===== src/rtl/prog_loader.sv =====
// Program loader: streams instruction words and address-set commands into
// instruction memory while holding the core in reset, then releases it after
// a programmable hold period. Restartable from RUN with a new start pulse.
module prog_loader #(
  parameter int INSTR_W   = 16,
  parameter int ADDR_W    = 32,
  parameter int ADDR_STEP = 1,
  parameter int RST_HOLD  = 2,
  parameter int CNT_W     = 16
) (
  input  logic               clk,
  input  logic               rst,
  input  logic               start,
  input  logic               s_valid,
  input  logic [INSTR_W-1:0] s_data,
  input  logic               s_is_addr,
  input  logic               s_last,
  output logic               s_ready,
  output logic               mem_we,
  output logic [ADDR_W-1:0]  mem_addr,
  output logic [INSTR_W-1:0] mem_wdata,
  output logic               cpu_rst,
  output logic               busy,
  output logic               done,
  output logic [CNT_W-1:0]   word_count
);

  localparam int HOLD_W = $clog2(RST_HOLD + 1);
  localparam logic [HOLD_W-1:0] HOLD_INIT = HOLD_W'(RST_HOLD);
  localparam logic [ADDR_W-1:0] STEP      = ADDR_W'(ADDR_STEP);

  typedef enum logic [1:0] {IDLE, LOAD, HOLD, RUN} state_t;

  state_t              state, state_nx;
  logic [ADDR_W-1:0]   ptr;
  logic [HOLD_W-1:0]   hold_cnt;
  logic [ADDR_W-1:0]   addr_ext;
  logic                hs;
  logic                restart;

  // Address commands narrower than the memory address are zero-extended,
  // wider ones are truncated to the low address bits.
  if (INSTR_W >= ADDR_W) begin : g_trunc
    assign addr_ext = s_data[ADDR_W-1:0];
  end else begin : g_zext
    assign addr_ext = {{(ADDR_W-INSTR_W){1'b0}}, s_data};
  end

  assign hs      = s_valid & s_ready;
  assign restart = start & ((state == IDLE) | (state == RUN));

  // State register
  always_ff @(posedge clk) begin
    if (rst) state <= IDLE;
    else     state <= state_nx;
  end

  // Next-state logic; start is ignored while LOAD/HOLD are in progress
  always_comb begin
    state_nx = state;
    unique case (state)
      IDLE: if (start)                 state_nx = LOAD;
      LOAD: if (hs && s_last)          state_nx = HOLD;
      HOLD: if (hold_cnt == HOLD_W'(1)) state_nx = RUN;
      RUN:  if (start)                 state_nx = LOAD;
      default:                         state_nx = IDLE;
    endcase
  end

  // State-decoded control outputs
  always_comb begin
    s_ready = (state == LOAD);
    busy    = (state == LOAD) | (state == HOLD);
    done    = (state == RUN);
    cpu_rst = (state != RUN);
  end

  // Write pipeline, pointer, word counter and hold timer. A data handshake
  // produces the memory write one cycle later; reset drops a queued write.
  always_ff @(posedge clk) begin
    if (rst) begin
      mem_we     <= 1'b0;
      mem_addr   <= '0;
      mem_wdata  <= '0;
      ptr        <= '0;
      word_count <= '0;
      hold_cnt   <= '0;
    end else begin
      mem_we <= 1'b0;
      if (restart) begin
        ptr        <= '0;
        word_count <= '0;
      end
      if (hs) begin
        if (s_is_addr) begin
          ptr <= addr_ext;
        end else begin
          mem_we    <= 1'b1;
          mem_addr  <= ptr;
          mem_wdata <= s_data;
          ptr       <= ptr + STEP;
          if (word_count != '1) word_count <= word_count + CNT_W'(1);
        end
      end
      if (hs && s_last)        hold_cnt <= HOLD_INIT;
      else if (state == HOLD)  hold_cnt <= hold_cnt - HOLD_W'(1);
    end
  end

endmodule


===== config.mk =====
export PLATFORM = sky130hd
export DESIGN_NAME = prog_loader
export DESIGN_NICKNAME = d
export VERILOG_FILES = /design/src/rtl/prog_loader.sv
export SDC_FILE = /design/constraint.sdc
export NUM_CORES = 1
export LEC_CHECK = 0
export CAP_MARGIN = 20
export CORE_MARGIN = 2
export CORE_UTILIZATION = 52
export CTS_CLUSTER_DIAMETER = 50
export DETAILED_ROUTE_END_ITERATION = 8
export PLACE_DENSITY = 0.8
export SLEW_MARGIN = 20
export SYNTH_ARGS = -nofsm -noshare
export SYNTH_HDL_FRONTEND = slang
export SYNTH_SLANG_ARGS = --single-unit

===== constraint.sdc =====
create_clock -name clk -period 2.1 [get_ports clk]
set_input_delay 0.42 -clock clk [delete_from_list [all_inputs] [get_ports clk]]
set_output_delay 0.42 -clock clk [all_outputs]
set_load 0.02 [all_outputs]

; Word level (Yosys, flattened, before mapping)
; Index checks and enable logic that the tools add are counted.
[word_totals]
inputBits = 22
ramBits = 0
elab_cells = 49
mem_bits_ro = 0
regBits = 101
output_inout_bits = 69
memories = 0
latch_bits = 0
[classes]
bitwise = 6
n_eq_ne = 9
magnitude_cmp = 0
n_shift = 0
n_addsub = 3
muxes = 14
n_reduce_logical = 9
div = 0
n_mul = 0
[op_table]
columns = cell, n
row1 = $mux 32, 3
row2 = $mux 16, 4
row3 = $add 32x1->32 const B, 1
row4 = $add 16x1->16 const B, 1
row5 = $ne 16x16->1 const B, 1
row6 = $mux 2, 5
row7 = $pmux 2 s3, 1
row8 = $reduce_or 2->1, 3
row9 = $eq 2x1->1 const B, 2
row10 = $eq 2x2->1 const B, 2
row11 = $ne 2x1->1 const B, 2
row12 = $ne 2x2->1 const B, 2
row13 = $reduce_bool 2->1, 2
row14 = $reduce_and 3->1, 1
row15 = $and 1x1->1, 2
row16 = $logic_not 2->1, 1
row17 = $not 1->1, 2
row18 = $or 1x1->1, 2
row19 = $reduce_and 2->1, 1
row20 = $sub 2x1->2 const B, 1
row21 = $logic_and 1x1->1, 1
row22 = $mux 1, 1

; Longest topological paths before layout
; Gate-level depths: netlist (run 1).
[depth]
ltp_word = 7
mapped_depth = 10
depth_no_buf = 8

; Least setup slack after synthesis (run 1)
; No wires, ideal clock.
[synth_timing]
path_type = register -> register
start = register state[1]
end = register ptr[24]
setup_slack_ns = 0.034
setup_ns = 0.101
t_arrival_ns = 1.965
stages_incl_launch_ff = 9
path_cell_list = dfxtp_1 -> inv_1 -> ha_1 -> nand3b_1 -> or2_2 -> buf_2 -> buf_2 -> buf_6 -> o41ai_1
[synth_rtl]
columns = element, line
row1 = from (decl), 34  ; state_t state, state_nx;
row2 = from (signal assigned), 55  ; else state <= state_nx;
row3 = $eq 2x1->1 (*), 72  ; s_ready = (state == LOAD);
row4 = via s_ready, 18  ; output logic s_ready,
row5 = $and 1x1->1 (*), 49  ; assign hs = s_valid & s_ready;
row6 = $mux 32 or $reduce_bool 2->1 (tied branches), -
row7 = to (signal assigned), 96  ; ptr <= addr_ext;
row8 = to (signal assigned), 101  ; ptr <= ptr + STEP;
row9 = to (decl), 35  ; logic [ADDR_W-1:0] ptr;
; The timed path passes the listed nets; every way through them passes the cells marked *.
; A chain may end at the register's enable or synchronous reset.

; Worst setup path in the final report (run 1)
[layout_timing]
start = register state[0]
end = output busy
[layout_between]
elab_chain_len = 2
[layout_rtl]
columns = element, line
row1 = $eq 2x1->1 or $eq 2x2->1 (tied branches), 73  ; busy = (state == LOAD) | (state == HOLD);
row2 = $or 1x1->1 (*), 73
row3 = to (decl), 23  ; output logic busy,
; Mark *: on every way between the ends. The rest lies on a longest branch, timed or not.

==> results.py, run 1 <==
metrics = {
    "synthesis": {
        "yosysWarnings": 0,
        "syn_nets": 617,
        "synth_edf_count": 0,
        "ys.flop_type": "dfxtp_1",
        "synth-async-reset-ratio_pct": 0,
        "syn_avg_cell_area_um2": 7.87,
        "syn_inst": 588,
        "ys_ff_latch": 101,
        "synth.distinct_cells": 58,
        "synth-seq-area-share_pct": 43.7,
        "netlist_area_um2": 4630,
    },
    "layout": {
        "final_cell_mix": "nand2_1 (144), dfxtp_1 (99), clkdlybuf4s50_1 (87), a21oi_1 (70), o21ai_0 (38)",
        "syn_to_final_growth_pct": 31.5,
        "antenna_cells": 0,
        "drive_gt1_share_pct": 10.7,
        "fin_cells": 806,
        "fin_nets": 723,
        "layout_commonest_cell": "nand2_1",
    },
    "drt": {
        "firstDrtPassIters": 5,
        "ant_nets": 0,
        "drtIter0Drc": 309,
        "routedWlPerCell_um": 15.4,
        "finalWirelength_mm": 12.4,
        "via_per_inst": 5.90,
        "drc": 0,
        "vias": 4756,
    },
    "floorplan": {
        "die_h_um": 98.3,
        "fp-row-count": 34,
        "core_um2": 8680,
        "initial_core_util_pct": 53.3,
        "die_area_um2": 9670,
        "io_pins": 91,
        "die_w_um": 98.3,
    },
    "placed_design": {
        "dp_hpwl_mm": 8.85,
        "io_buffers": 90,
        "dp_cells": 791,
        "place_ws_ps": -180,
        "place_congestion": 0.862,
    },
    "hold_path": {
        "hold_class": "in -> reg",
        "hold_depth": 2,
    },
    "setup_path": {
        "critPathLaunchType": "flop",
        "path_max_fanout": 4,
        "cp_common_cell": "inv_1",
        "worstSetupPathType": "reg -> out",
        "critPathArrivalTime_ps": 1600,
        "cp_cell_sequence": "inv_1, ha_1, inv_1, clkdlybuf4s15_1",
        "cp.required_ps": 1680,
        "worst-path-buf-inv": 3,
        "worstSetupEndpointType": "primary output",
        "reg2reg_depth": 6,
        "cpPeakStageDelay_ps": 390,
        "cp_slowest_cell": "dfxtp_1",
        "cp_num_cells": 4,
        "crit_family": "buffers and inverters",
    },
    "timing": {
        "worst_pin_slew_ps": 388,
        "slew_viol_final": 0,
        "fin_ws_ps": 82.7,
        "final.setup.tns_ps": 0,
        "rsz0062_at_grt": "false",
        "hold_viol_final": 0,
        "slew_headroom_pct": 74.0,
        "setup_viol": 0,
        "fmax_mhz": 496,
        "post-route-period-util_pct": 96.1,
        "post-route-min-period_ps": 2020,
        "skew_ps": 13.1,
    },
    "global_routing": {
        "grt_use_total_pct": 25.7,
        "grt_overflow": 0,
        "grt_pass1_vias": 4532,
        "grt_max_degree": 32,
        "grt_pass1_wl_mm": 20.9,
        "antenna_found_initial": 0,
    },
    "clocking": {
        "numCtsBuffers": 9,
        "htreeDepth": 3,
        "cts_tree": "done",
        "cts.clk_slew.worst_paths_ps": 100,
        "cts_sinks": 101,
        "clk_path_buf_depth": 2,
        "clk-insertion-delay-late_ps": 360,
        "cts_hold_buffers": 0,
        "postCtsSetupBuffers": 0,
        "cts_root_buffer": "clkbuf_8",
    },
    "power_and_ir_drop": {
        "vdd_ir_drop_max_mv": 0.441,
        "leakagePower_nw": 2.15,
        "power_w": 0.00445,
        "p_per_area_nw_per_um2": 732,
    },
    "outcome": {
        "status": "finished clean",
    },
    "flow_run": {
        "maxCapViolCount": 0,
    },
}
==> power breakdown <==
group | total, W | switching, W | internal, W
clock network | 0.00122 | 0.000670 | 0.000550
logic | 0.00115 | 0.000684 | 0.000465
registers | 0.00208 | 0.0000803 | 0.00200
==> cell type report <==
| class | count | area (um^2) |
|---|---|---|
| fillers | 750 | 2600 |
| multi-input cells | 438 | 2420 |
| flip-flops and latches | 101 | 2020 |
| repair buffers | 129 | 1250 |
| well taps | 108 | 135 |
| clock buffers | 10 | 128 |
| clock inverters | 5 | 60.1 |
| inverters | 15 | 56.3 |
==> registers in the layout (all words and copies together) (netlist names) <==
name,cells
ptr,32
mem_we,1
mem_wdata,16
word_count,16
state,2
hold_cnt,2
mem_addr,32
==> repair_timing <==
item,CTS,global route
pin swaps,0,0
setup endpoints to repair,4,33
gates cloned,0,0
resized for setup,2,7
==> cells by family (layout without fill, tap and decap cells) <==
kind of cell	count (synthesis)	after routing	share of synthesized area, %
AND/OR/NAND/NOR	262	262	27.6
AO/OA/AOI/OAI	162	162	20.9
flip-flops	101	101	43.7
buffers and inverters	49	159	4.41
adder cells (fa/ha/maj)	7	7	1.89
multiplexers	5	5	1.11
XOR/XNOR	2	2	0.379
==> Yosys cell counts, drive strengths merged, types with 6 or more instances <==
cell type | count | area share, %
a21oi | 71 | 7.7
a31oi | 7 | 0.95
buf | 11 | 1.3
clkbuf | 23 | 1.9
dfxtp | 101 | 44
ha | 7 | 1.9
inv | 14 | 1.1
nand2 | 145 | 12
nand3 | 31 | 3.7
nand4 | 16 | 2.8
nor2 | 24 | 2.0
nor3 | 10 | 1.1
nor4 | 6 | 1.8
o211ai | 7 | 1.1
o21ai | 39 | 4.3
or4 | 7 | 1.1
==> path summary, 6_finish.rpt <==
check	endpoint	startpoint	slack, ps
setup / recovery	busy	state[0]	80
hold / removal	mem_addr[29]	rst	350
setup reg to reg	word_count[9]	word_count[0]	140
hold reg to reg	mem_addr[17]	mem_addr[17]	460
==> layer usage <==
layer	part of all wire, %	track usage, %
met1	43	32.7
met2	50	44.5
met3	5.4	3.58
met4	1.6	9.06
met5	0	0
==> metrics by stage <==
stage                     hold slack, ps  instance area, um^2  util, %
after global placement               443                 5870     67.7
after global routing                 371                 6080     70.1
after CTS                            332                 6070     69.9
final                                350                 6080     70.1
after detailed placement             447                 5870     67.7
after floorplan                      450                 4630        -
No activity file was read; power rests on OpenSTA's default activity.
==> run 2: changes to the inputs <==
Settings changed: MAX_ROUTING_LAYER set to met4.
==> run 2 against run 1 <==
- first-iteration DRC count is 29% higher
- cell count is 0.12% higher
- setup slack better by 18 ps
- critical path depth is 1 lower
- count of clock-buffer cells in the layout is 2 higher
- utilization is 0.42 points higher
- non-clock buffer count is 1 higher
- routed wire length is 1.2% higher
- clock power is 14% higher
- largest power group unchanged
==> results.py, run 2 (same netlist as run 1, synthesis figures left out) <==
metrics = {
    "power_and_ir_drop": {
        "p_sw_w": 0.00143,
        "p_seq_share_pct": 45.0,
        "clock_power_share_pct": 30.0,
        "vdd_ir_drop_max_mv": 0.375,
        "swShare_pct": 30.9,
        "pwr-share-comb_pct": 24.9,
        "leakagePower_nw": 2.16,
        "p_int_w": 0.00319,
        "power_w": 0.00463,
        "p_per_area_nw_per_um2": 756,
    },
    "global_routing": {
        "grt_max_degree": 32,
        "antenna_found_initial": 0,
        "grt_use_total_pct": 27.1,
        "grt_pass1_wl_mm": 21.4,
        "grt_overflow": 0,
        "grt_pass1_vias": 4620,
    },
    "floorplan": {
        "io_pins": 91,
        "die_area_um2": 9670,
        "die_h_um": 98.3,
        "initial_core_util_pct": 53.3,
        "core_um2": 8680,
        "fp-row-count": 34,
        "die_w_um": 98.3,
    },
    "drt": {
        "finalWirelength_mm": 12.6,
        "drc": 0,
        "routedWlPerCell_um": 15.6,
        "firstDrtPassIters": 5,
        "ant_nets": 0,
        "via_per_inst": 5.88,
        "drtIter0Drc": 399,
        "vias": 4748,
    },
    "timing": {
        "hold_slack_ps": 375,
        "slew_headroom_pct": 73.7,
        "setup_viol": 0,
        "skew_ps": 13.2,
        "worst_pin_slew_ps": 393,
        "fmax_mhz": 500,
        "post-route-period-util_pct": 95.2,
        "final.setup.tns_ps": 0,
        "rsz0062_at_grt": "false",
        "hold_viol_final": 0,
        "slew_viol_final": 0,
        "post-route-min-period_ps": 2000,
    },
    "clocking": {
        "numCtsBuffers": 9,
        "clk_path_buf_depth": 2,
        "cts_resized": 3,
        "cts_tree": "done",
        "cts.clk_slew.worst_paths_ps": 100,
        "cts_hold_buffers": 0,
        "cts_sinks": 101,
        "postCtsSetupBuffers": 0,
        "htreeDepth": 3,
        "clk-insertion-delay-late_ps": 360,
        "cts_root_buffer": "clkbuf_8",
    },
    "layout": {
        "layout_commonest_cell": "nand2_1",
        "fillCellCount": 725,
        "final_core_util_pct": 70.5,
        "antenna_cells": 0,
        "final_cell_mix": "nand2_1 (144), dfxtp_1 (101), clkdlybuf4s50_1 (87), a21oi_1 (70), o21ai_0 (38)",
        "syn_to_final_growth_pct": 32.2,
        "top_regs": "mem_addr (32), ptr (32)",
        "fin_nets": 724,
        "drive_gt1_share_pct": 11.0,
    },
    "setup_path": {
        "critPathArrivalTime_ps": 1580,
        "cp_slowest_cell": "clkdlybuf4s50_1",
        "worstSetupPathType": "reg -> out",
        "cp_cell_sequence": "ha_1, inv_1, clkdlybuf4s50_1",
        "cpPeakStageDelay_ps": 590,
        "reg2reg_slack_ps": 150,
        "path_max_fanout": 4,
        "cp.required_ps": 1680,
        "worstSetupEndpointType": "primary output",
        "critPathLaunchType": "flop",
        "worst-path-buf-inv": 2,
        "crit_family": "buffers and inverters",
    },
    "placed_design": {
        "place_congestion": 0.894,
        "dp_hpwl_mm": 8.84,
        "io_buffers": 90,
    },
    "outcome": {
        "status": "finished clean",
    },
    "hold_path": {
        "hold_class": "in -> reg",
    },
    "flow_run": {
        "maxCapViolCount": 0,
    },
}
## run 2: cell types whose count changed in the layout (fill, tap and decap cells not counted), moves of 2 or more
cell      change
dfxtp_1       +2
dfxtp_2       -2
buf_4         +2
clkbuf_8      +2
## run 2: through the flow
step | setup WS (ps) | std cells | area [um^2]
2_1_floorplan | 33.6 | 588 | 4630
6_report | 101 | 807 | 6120
5_1_grt | 15.8 | 807 | 6120
3_5_place_dp | -175 | 792 | 5870
4_1_cts | 43.1 | 807 | 6100
3_3_place_gp | -75.4 | 792 | 5870
## run 2: cell type report
| type | count | area, um^2 | area share [%] |
|---|---|---|---|
| Multi-Input combinational cell | 438 | 2440 | 39.9 |
| Clock buffer | 12 | 155 | 2.54 |
| Sequential cell | 101 | 2020 | 33.1 |
| Timing Repair Buffer | 130 | 1240 | 20.3 |
| Tap cell | 108 | 135 | 2.21 |
| Clock inverter | 3 | 68.8 | 1.12 |
| Inverter | 15 | 56.3 | 0.920 |
## run 2: power by group through the flow
stage                     sequential, W  clock [W]  combinational, W
after detailed placement        0.00213          0           0.00115
after CTS                       0.00208    0.00140           0.00115
after global routing            0.00209    0.00148           0.00128
after global placement          0.00212          0           0.00111
final                           0.00208    0.00139           0.00115
after floorplan                 0.00214          0          0.000663
## run 2: metal layers
metal / vias up / wire length (um) / global-route usage (%)
met5: - / 0 / -
met4: 0 / 201 / 9.69
met3: 24 / 618 / 3.79
met2: 182 / 6300 / 45.2
met1: 2239 / 5450 / 33.7
li1: 2303 / - / -
## run 2: worst paths after layout
path,end,start,cells past startpoint
max,cpu_rst,state[0],3
min,state[1],rst,2
max reg2reg,word_count[10],state[1],8
min reg2reg,mem_addr[6],mem_addr[6],2
==> run 3: changes to the inputs <==
Settings changed: MAX_ROUTING_LAYER met4 to not set, PLACE_DENSITY 0.8 to 0.81.
==> run 3 against run 2 <==
- sequential cell count unchanged
- clock skew decreased by 7.7 ps
- combinational power about the same
- first-iteration DRC count decreased by 18%
- total power decreased by 0.98%
- fmax decreased by 1.2%
- design area decreased by 0.57%
- clock power decreased by 3%
- setup slack got worse by 25 ps
- critical path type unchanged
- critical endpoint is now busy
- highest routed layer unchanged
==> results.py, run 3 (same netlist as run 1, synthesis figures left out) <==
metrics = {
    "outcome": {
        "status": "finished clean",
    },
    "timing": {
        "post-route-min-period_ps": 2020,
        "slew_headroom_pct": 72.7,
        "final.setup.tns_ps": 0,
        "setup_viol": 0,
        "fmax_mhz": 494,
        "skew_ps": 5.52,
        "hold_viol_final": 0,
        "post-route-period-util_pct": 96.4,
        "worst_pin_slew_ps": 408,
        "rsz0062_at_grt": "false",
        "fin_ws_ps": 75.9,
        "slew_viol_final": 0,
    },
    "setup_path": {
        "critPathLaunchType": "flop",
        "cp.required_ps": 1680,
        "worstSetupEndpoint": "busy",
        "worstSetupPathType": "reg -> out",
        "timing.rr.end": "word_count[2]",
        "r2r-start": "word_count[0]",
        "worstSetupEndpointType": "primary output",
        "path_max_fanout": 4,
        "critPathArrivalTime_ps": 1600,
        "reg2reg_depth": 6,
        "reg2reg_slack_ps": 100,
        "startpoint": "state[0]",
    },
    "global_routing": {
        "grt_overflow": 0,
        "antenna_found_initial": 0,
        "grt_max_degree": 32,
        "grt_pass1_wl_mm": 20.3,
        "grt_pass1_vias": 4396,
        "grt_use_total_pct": 25.3,
    },
    "layout": {
        "layout_commonest_cell": "nand2_1",
        "drive_gt1_share_pct": 10.2,
        "final_cell_mix": "nand2_1 (145), dfxtp_1 (100), clkdlybuf4s50_1 (87), a21oi_1 (71), o21ai_0 (38)",
        "final_core_util_pct": 70.1,
        "top_regs": "mem_addr (32), ptr (32)",
        "antenna_cells": 0,
        "fillCellCount": 741,
        "fin_nets": 721,
        "syn_to_final_growth_pct": 31.5,
        "fin_cells": 804,
    },
    "floorplan": {
        "die_w_um": 98.3,
        "core_um2": 8680,
        "io_pins": 91,
        "die_area_um2": 9670,
        "initial_core_util_pct": 53.3,
        "die_h_um": 98.3,
        "fp-row-count": 34,
    },
    "placed_design": {
        "place_ws_ps": -110,
        "place_congestion": 0.889,
        "io_buffers": 90,
        "dp_cells": 789,
        "dp_hpwl_mm": 8.83,
    },
    "hold_path": {
        "hold_class": "reg -> reg",
    },
    "power_and_ir_drop": {
        "vdd_ir_drop_max_mv": 0.486,
        "p_per_area_nw_per_um2": 753,
        "leakagePower_nw": 2.15,
    },
    "drt": {
        "vias": 4715,
        "via_per_inst": 5.86,
        "firstDrtPassIters": 5,
        "drtIter0Drc": 328,
        "routedWlPerCell_um": 15.3,
        "drc": 0,
        "ant_nets": 0,
        "finalWirelength_mm": 12.3,
    },
    "clocking": {
        "cts_root_buffer": "clkbuf_8",
        "numCtsBuffers": 9,
        "clk-insertion-delay-late_ps": 370,
        "htreeDepth": 3,
        "cts_tree": "done",
        "cts_sinks": 101,
        "clk_path_buf_depth": 2,
        "cts.clk_slew.worst_paths_ps": 90,
    },
    "flow_run": {
        "maxCapViolCount": 0,
    },
}
## run 3: where the power goes
part / internal [W] / switching [W] / total [W]
logic: 0.000462 / 0.000685 / 0.00115
registers: 0.00200 / 0.0000780 / 0.00208
clock network: 0.000696 / 0.000656 / 0.00135
total: 0.00316 / 0.00142 / 0.00458
## run 3: critical path: stages, from the launching register on
cell,delay [ps]
dfxtp_1,390
inv_1,70
ha_1,340
inv_1,90
dlygate4sd2_1,340
## run 3: layout make-up
cell class	count	area (um^2)	share of cell area (%)
clock inverters	4	72.6	1.19
inverters	15	56.3	0.926
flip-flops and latches	101	2020	33.3
clock buffers	11	141	2.32
well taps	108	135	2.22
repair buffers	127	1220	20.1
multi-input cells	438	2430	39.9
## run 3: how the worst min path moves through the flow
| stage | start | endpoint | slack, ps | depth (start not counted) |
|---|---|---|---|---|
| 5_1_grt | mem_addr[19] | mem_addr[19] | 480 | 2 |
| 6_report | mem_wdata[6] | mem_wdata[6] | 460 | 2 |
| 3_5_place_dp | mem_addr[2] | mem_addr[2] | 450 | 2 |
| 3_3_place_gp | mem_addr[21] | mem_addr[21] | 440 | 2 |
| 4_1_cts | mem_wdata[6] | mem_wdata[6] | 460 | 2 |
| 2_1_floorplan | ptr[31] | mem_addr[31] | 450 | 2 |
## run 3: repair_timing
action	4_1_cts	5_1_grt
endpoints found under the setup margin	3	12
pin swaps	0	1
buffers inserted	0	0
gates resized for setup	2	5
hold buffers	0	0
## run 3: stage by stage
step	power [W]	area, um^2	hold WS [ps]
finish	0.00458	6080	457
global route	0.00477	6080	480
floorplan	0.00281	4630	450
global placement	0.00322	5840	443
detailed placement	0.00327	5840	449
CTS	0.00459	6060	461
## run 3: metal layers
layer  wire length (um)  vias up  global-route usage (%)
li1                   -     2297                       -
met1               5250     2249                    32.6
met2               6170      157                    44.0
met3                704       12                    3.29
met4                166        0                    8.01
met5                  0        -                       0
